### src/rtl/vga_scan_out.sv
// VGA scan-out engine: raster counters, 4x-replicated frame-buffer addressing,
// sync/blank pipeline matched to the frame-buffer read latency, swap pulse.
module vga_scan_out #(
   parameter int unsigned RD_LAT       = 3,
   parameter int unsigned H_TOTAL      = 800,
   parameter int unsigned V_TOTAL      = 525,
   parameter int unsigned H_ACTIVE     = 640,
   parameter int unsigned H_SYNC_START = 656,
   parameter int unsigned H_SYNC_END   = 752,
   parameter int unsigned V_ACTIVE     = 480,
   parameter int unsigned V_SYNC_START = 490,
   parameter int unsigned V_SYNC_END   = 492
) (
   input  logic        clk,
   input  logic        rst,
   output logic [14:0] read_address,
   input  logic [23:0] read_data,
   output logic        disp_done,
   output logic        vga_hs,
   output logic        vga_vs,
   output logic        vga_blank_n,
   output logic        vga_sync_n,
   output logic [7:0]  vga_r,
   output logic [7:0]  vga_g,
   output logic [7:0]  vga_b
);

   localparam int unsigned HW     = $clog2(H_TOTAL);
   localparam int unsigned VW     = $clog2(V_TOTAL);
   localparam int unsigned AW     = 15;
   localparam int unsigned DEPTH  = RD_LAT + 2;
   localparam int unsigned STRIDE = H_ACTIVE / 4;

   logic [HW-1:0]    h_cnt;
   logic [VW-1:0]    v_cnt;
   logic             h_last_c;
   logic             v_last_c;
   logic             active_c;
   logic             hs_n_c;
   logic             vs_n_c;
   logic [AW-1:0]    addr_c;
   logic [DEPTH-1:0] act_pipe;
   logic [DEPTH-1:0] hs_pipe;
   logic [DEPTH-1:0] vs_pipe;

   // Raster position decode
   always_comb begin
      h_last_c = (h_cnt == HW'(H_TOTAL - 1));
      v_last_c = (v_cnt == VW'(V_TOTAL - 1));
      active_c = (h_cnt < HW'(H_ACTIVE)) && (v_cnt < VW'(V_ACTIVE));
      hs_n_c   = !((h_cnt >= HW'(H_SYNC_START)) && (h_cnt < HW'(H_SYNC_END)));
      vs_n_c   = !((v_cnt >= VW'(V_SYNC_START)) && (v_cnt < VW'(V_SYNC_END)));
      addr_c   = AW'(v_cnt >> 2) * AW'(STRIDE) + AW'(h_cnt >> 2);
   end

   always_ff @(posedge clk) begin
      if (rst) begin
         h_cnt <= '0;
         v_cnt <= '0;
      end else begin
         h_cnt <= h_last_c ? '0 : h_cnt + HW'(1);
         if (h_last_c) begin
            v_cnt <= v_last_c ? '0 : v_cnt + VW'(1);
         end
      end
   end

   // Address and swap pulse; disp_done is high while the counters sit at (0, V_ACTIVE)
   always_ff @(posedge clk) begin
      if (rst) begin
         read_address <= '0;
         disp_done    <= 1'b0;
      end else begin
         read_address <= active_c ? addr_c : '0;
         disp_done    <= h_last_c && (v_cnt == VW'(V_ACTIVE - 1));
      end
   end

   // Timing pipeline; sync stages hold the active-low level so reset means idle
   always_ff @(posedge clk) begin
      if (rst) begin
         act_pipe <= '0;
         hs_pipe  <= '1;
         vs_pipe  <= '1;
      end else begin
         act_pipe <= {act_pipe[DEPTH-2:0], active_c};
         hs_pipe  <= {hs_pipe[DEPTH-2:0], hs_n_c};
         vs_pipe  <= {vs_pipe[DEPTH-2:0], vs_n_c};
      end
   end

   // Colour captured one stage before the blank output so both land together
   always_ff @(posedge clk) begin
      if (rst) begin
         {vga_r, vga_g, vga_b} <= '0;
      end else if (act_pipe[DEPTH-2]) begin
         {vga_r, vga_g, vga_b} <= read_data;
      end else begin
         {vga_r, vga_g, vga_b} <= '0;
      end
   end

   assign vga_hs      = hs_pipe[DEPTH-1];
   assign vga_vs      = vs_pipe[DEPTH-1];
   assign vga_blank_n = act_pipe[DEPTH-1];
   assign vga_sync_n  = 1'b0;

endmodule

### config.mk
export PLATFORM = sky130hd
export DESIGN_NAME = vga_scan_out
export DESIGN_NICKNAME = d
export VERILOG_FILES = /design/src/rtl/vga_scan_out.sv
export SDC_FILE = /design/constraint.sdc
export NUM_CORES = 1
export LEC_CHECK = 0
export CAP_MARGIN = 10
export CORE_MARGIN = 1
export CORE_UTILIZATION = 24
export CTS_CLUSTER_DIAMETER = 150
export DETAILED_ROUTE_END_ITERATION = 10
export SLEW_MARGIN = 20
export SYNTH_ARGS = -nofsm -noshare
export SYNTH_HDL_FRONTEND = slang
export SYNTH_SLANG_ARGS = --single-unit
### constraint.sdc
create_clock -name clk -period 3.5 [get_ports clk]
set_input_delay 0.7 -clock clk [delete_from_list [all_inputs] [get_ports clk]]
set_output_delay 0.7 -clock clk [all_outputs]
set_load 0.1 [all_outputs]
---- After elaboration in Yosys (flattened, before gate mapping) ----
Index checks and enable logic that the tools add are counted.
operators by class
  add/subtract/negate cells ............... 3
  reductions and logical operators ........ 9
  multipliers ............................. 1
  bitwise gates (word level) .............. 2
  equal/unequal tests ..................... 3
  magnitude comparators ................... 6
  multiplexer cells ....................... 1
operators with widths
  cell                   count
  $add 10x1->10 const B  2
  $eq 10x10->1 const B   2
  $lt 10x10->1 const B   2
  $lt 10x9->1 const B    2
  $add 15x8->15          1
  $eq 10x9->1 const B    1
  $ge 10x10->1 const B   1
  $ge 10x9->1 const B    1
  $mul 8x3->10 const B   1
  $mux 10                1
  $reduce_or 2->1        3
  $logic_and 1x1->1      4
  $logic_not 1->1        2
  $not 1->1              2
word-level totals
  flip-flop bits (word level) ............. 75
  output and inout bits ................... 44
  word-level logic and storage cells ...... 35

---- Longest topological paths before layout ----
  depth in word-level cells ............... 4
  depth in mapped cells ................... 8

---- Worst setup path before layout ----
OpenSTA, ideal clock, no wires.
  kind .................................... register to register
  from .................................... register v_cnt[5]
  to ...................................... register read_address[13]
  path buffers ............................ 0
  period minus slack after synthesis ...... 2500 ps
  arrival time ............................ 2372 ps
  stages on the path, launching flop included .. 9
  setup slack ............................. 1000 ps
  cells stage by stage .................... dfxtp_1 -> ha_1 -> ha_1 -> fa_1 -> a211oi_1 -> o221ai_1 -> nor4b_1 -> xnor2_1 -> nor2_1
between the ends
  cells in the longest elaborated chain, start to end .. 4
RTL lines
  element                                                                line  source
  from (decl)                                                            35    logic [VW-1:0] v_cnt;
  from (signal assigned)                                                 63    v_cnt <= v_last_c ? '0 : v_cnt + VW'(1);
  parallel branches: the longest is 4 deep, another holds $add 15x8->15  -
  to (signal assigned)                                                   74    read_address <= active_c ? addr_c : '0;
  to (decl)                                                              16    output logic [14:0] read_address,
Several ways; the timed one is not identified.
A chain may end at the register's enable or synchronous reset.

---- Final worst setup path ----
Same ends and word-level chain as after synthesis.

==> metrics.csv <==
stage;metric;value;unit
outcome;outcome;completed;
global_route;vias in the first global route;2195;
global_route;largest net degree at the start of global routing;26;
cts;# resized after CTS;0;
yosys;Syn Inst Count;294;
critical_path;Worst Setup End Kind;flip-flop;
yosys;synth unique cells;48;
timing;Worst Max-Slew Pin Slew;0.985;ns
critical_path;CP Data Arrival Time;2.93;ns
timing;Max-slew headroom;34.1;%
critical_path;crit-path max cell delay;0.49;ns
finish;ratio of cells with drive above 1 in the final layout;8.89;%
cts;Clock Path Buffers;2;
timing;endpoints failing hold;0;
cts;CTS buffer count;9;
die;CORE AREA;0.0120;mm²
hold_path;Min-Delay Path Class;reg -> reg;
run;MaxCap Viol Count;0;
global_route;GR Util met1;12.3;%
die;Rows;40;
critical_path;CP dominant cell by count;ha_1;
critical_path;Setup crit start kind;flip-flop;
cts;Sink Count;75;
die;Die Area;0.0128;mm²
cts;clock latency at the later pin of the worst-skew pair;0.33;ns
detailed_routing;drc violations;0;
global_route;antenna violations before repair;0;
finish;Nets;413;
cts;hold bufs inserted after CTS;0;
cts;CTS tree;yes;
cts;H-tree Lvls;3;
yosys;Post-Syn Nets;341;
timing;post-layout min period;2.73;ns
cts;CTS root buf;clkbuf_16;
detailed_routing;DR vias/cell;4.24;
detailed_routing;1st-iter DRT viols;187;
timing;fmax;366;MHz
yosys;Post-Syn Area;0.00297;mm²
detailed_routing;total vias in the final route;2196;
timing;setup TNS;0;ns
global_route;GR Util met3;3.86;%
yosys;Post-synth EDFFs;0;
critical_path;CP max-delay cell;dfxtp_1;
finish;Final Util;34.5;%
global_route;first-pass GRT wire length;10.1;mm
detailed_routing;DRT Wirelength;5.84;mm
critical_path;WS Path Type;reg -> reg;
pwr;maximum vdd ir drop;0.274;mV
placement;routability cong.;0.765;
detailed_routing;DRT Pass-1 Iters;4;
critical_path;Max FO, Critical Path;9;
yosys;ys async rst share;0;%
finish;P&R area growth vs syn;39.7;%
timing;max-slew violations;0;
timing;Setup Viol. Count Final;0;
die;Initial Utilization;24.7;%
yosys;Yosys reg bits;75;
finish;number of diodes;0;
yosys;Synth warnings;0;
timing;RSZ-0062 raised after global routing;false;
placement;hpwl dp;4.19;mm
cts;CTS clk-pin slew, worst paths;0.06;ns
cts;setup bufs post-CTS;0;
timing;fin crit share;78.0;%
yosys;part of the Yosys area used for sequential elements;50.6;%
die;Die Wd;113;µm
critical_path;Crit path required time;3.70;ns
detailed_routing;Final ANT Viol Nets;0;
global_route;met2 Use GR;15.3;%
timing;Fin Clk Skew;0.00336;ns
global_route;GRT Residual Overflow;0;
global_route;GRT Resource Usage Total;9.90;%
pwr;Lkg Pwr;1.59;nW
detailed_routing;DR WL/cell;11.3;µm
die;Ports;70;
yosys;mean post-synth cell area;10.1;µm²
yosys;Top FF cell, synth;dfxtp_1;
pwr;P per Cell Area;483;mW/mm²
global_route;most heavily used metal layer in global routing;met2;
critical_path;critical path cell sequence;ha_1, ha_1, fa_1, a211oi_1, o221ai_1, nor4b_1, xnor2_1, nor2_1;
placement;port buffer count;68;
die;Die Y;113;µm
==> per-stage QoR <==
| stage | power, mW | instances | hold WS (ns) | instance area (µm²) | worst slack, ns |
|---|---|---|---|---|---|
| detailed placement | 0.971 | 502 | 0.394 | 3800 | 0.754 |
| finish | 2.00 | 518 | 0.407 | 4150 | 0.770 |
| CTS | 2.04 | 518 | 0.408 | 4140 | 0.740 |
| global placement | 0.970 | 502 | 0.392 | 3800 | 0.830 |
| global route | 2.08 | 518 | 0.426 | 4150 | 0.512 |
| floorplan | 0.932 | 294 | 0.389 | 2970 | 1.00 |
==> worst max-delay path, delay by kind of cell, from the launching register on <==
kind / cells / cell delay, ns
xor+xnor: 1 / 0.16
fa+ha+maj: 3 / 0.91
compound gates: 2 / 0.66
flops: 1 / 0.49
simple gates: 2 / 0.38
==> registers in the layout, summed over array words and instances (netlist names), 5 cells and up <==
signal,flops
act_pipe,5
h_cnt,10
hs_pipe,5
read_address,15
v_cnt,10
vga_b,8
vga_g,8
vga_r,8
vs_pipe,5
==> kinds of logic (layout without fill, tap and decap cells) <==
| group | after synthesis | count (layout) | synth area share (%) |
|---|---|---|---|
| compound gates | 26 | 26 | 5.99 |
| fa+ha+maj | 21 | 21 | 9.36 |
| simple gates | 129 | 129 | 24.5 |
| xor+xnor | 20 | 20 | 5.90 |
| other cells | 1 | 1 | 0.126 |
| buf+inv | 19 | 96 | 2.57 |
| mux | 3 | 3 | 1.01 |
| flops | 75 | 75 | 50.6 |
==> per-layer routing <==
metal / up-vias / wire length (µm)
met5: - / 0
li1: 1134 / -
met3: 9 / 391
met1: 982 / 2930
met2: 71 / 2430
met4: 0 / 84
==> area by class of cell <==
type / count / area, µm²
repair buffers: 69 / 686
flip-flops and latches: 75 / 1500
clock inverters: 6 / 113
well taps: 147 / 184
clock buffers: 10 / 229
fillers: 1217 / 7870
multi-input cells: 200 / 1390
inverters: 11 / 41.3
==> Yosys cell counts, drive strengths merged, types with 3 or more instances <==
cell type  instances  area share, %
a211oi             4            1.0
a21oi              4           0.67
and2              31            6.5
clkbuf             6           0.76
dfxtp             75             51
ha                19            8.0
inv               11            1.4
mux2i              3            1.0
nand2              5           0.63
nand2b             3           0.63
nand3             10            1.7
nand4              5            1.3
nor2              39            4.9
nor2b              6            1.3
nor3               6            1.3
nor4               5            1.3
o21ai              5           0.84
or2                8            1.7
xnor2             12            3.5
xor2               8            2.4
==> path summary, 6_finish.rpt <==
check | from | end | slack [ns] | cells after the start
min reg2reg | vs_pipe[1] | vs_pipe[2] | 0.41 | 1
max reg2reg | v_cnt[5] | read_address[13] | 0.77 | 8
min | vs_pipe[1] | vs_pipe[2] | 0.41 | 1
max | v_cnt[5] | read_address[13] | 0.77 | 8
==> layout by cell type (no fill, tap or decap), drive strengths merged, types with 2 or more instances in the layout <==
cell type / count
a21o: 2
nor2: 39
or2: 8
a21oi: 4
o211ai: 2
fa: 2
inv: 12
nor2b: 6
mux2i: 3
a211oi: 4
and2: 31
nand3: 10
nor4: 5
o21ai: 5
clkbuf: 10
clkdlybuf4s50: 67
nand2b: 3
o21bai: 2
nor3: 6
buf: 2
nand2: 5
clkinv: 2
dfxtp: 75
bufinv: 3
xnor2: 12
xor2: 8
nand4: 5
ha: 19
==> report_power, final <==
group / total, mW / internal (mW) / switching [mW]
sequential: 0.867 / 0.862 / 0.00464
clock: 1.05 / 0.699 / 0.351
combinational: 0.0850 / 0.0367 / 0.0484
total: 2.00 / 1.60 / 0.404
Power figures use the tool's default switching activity.
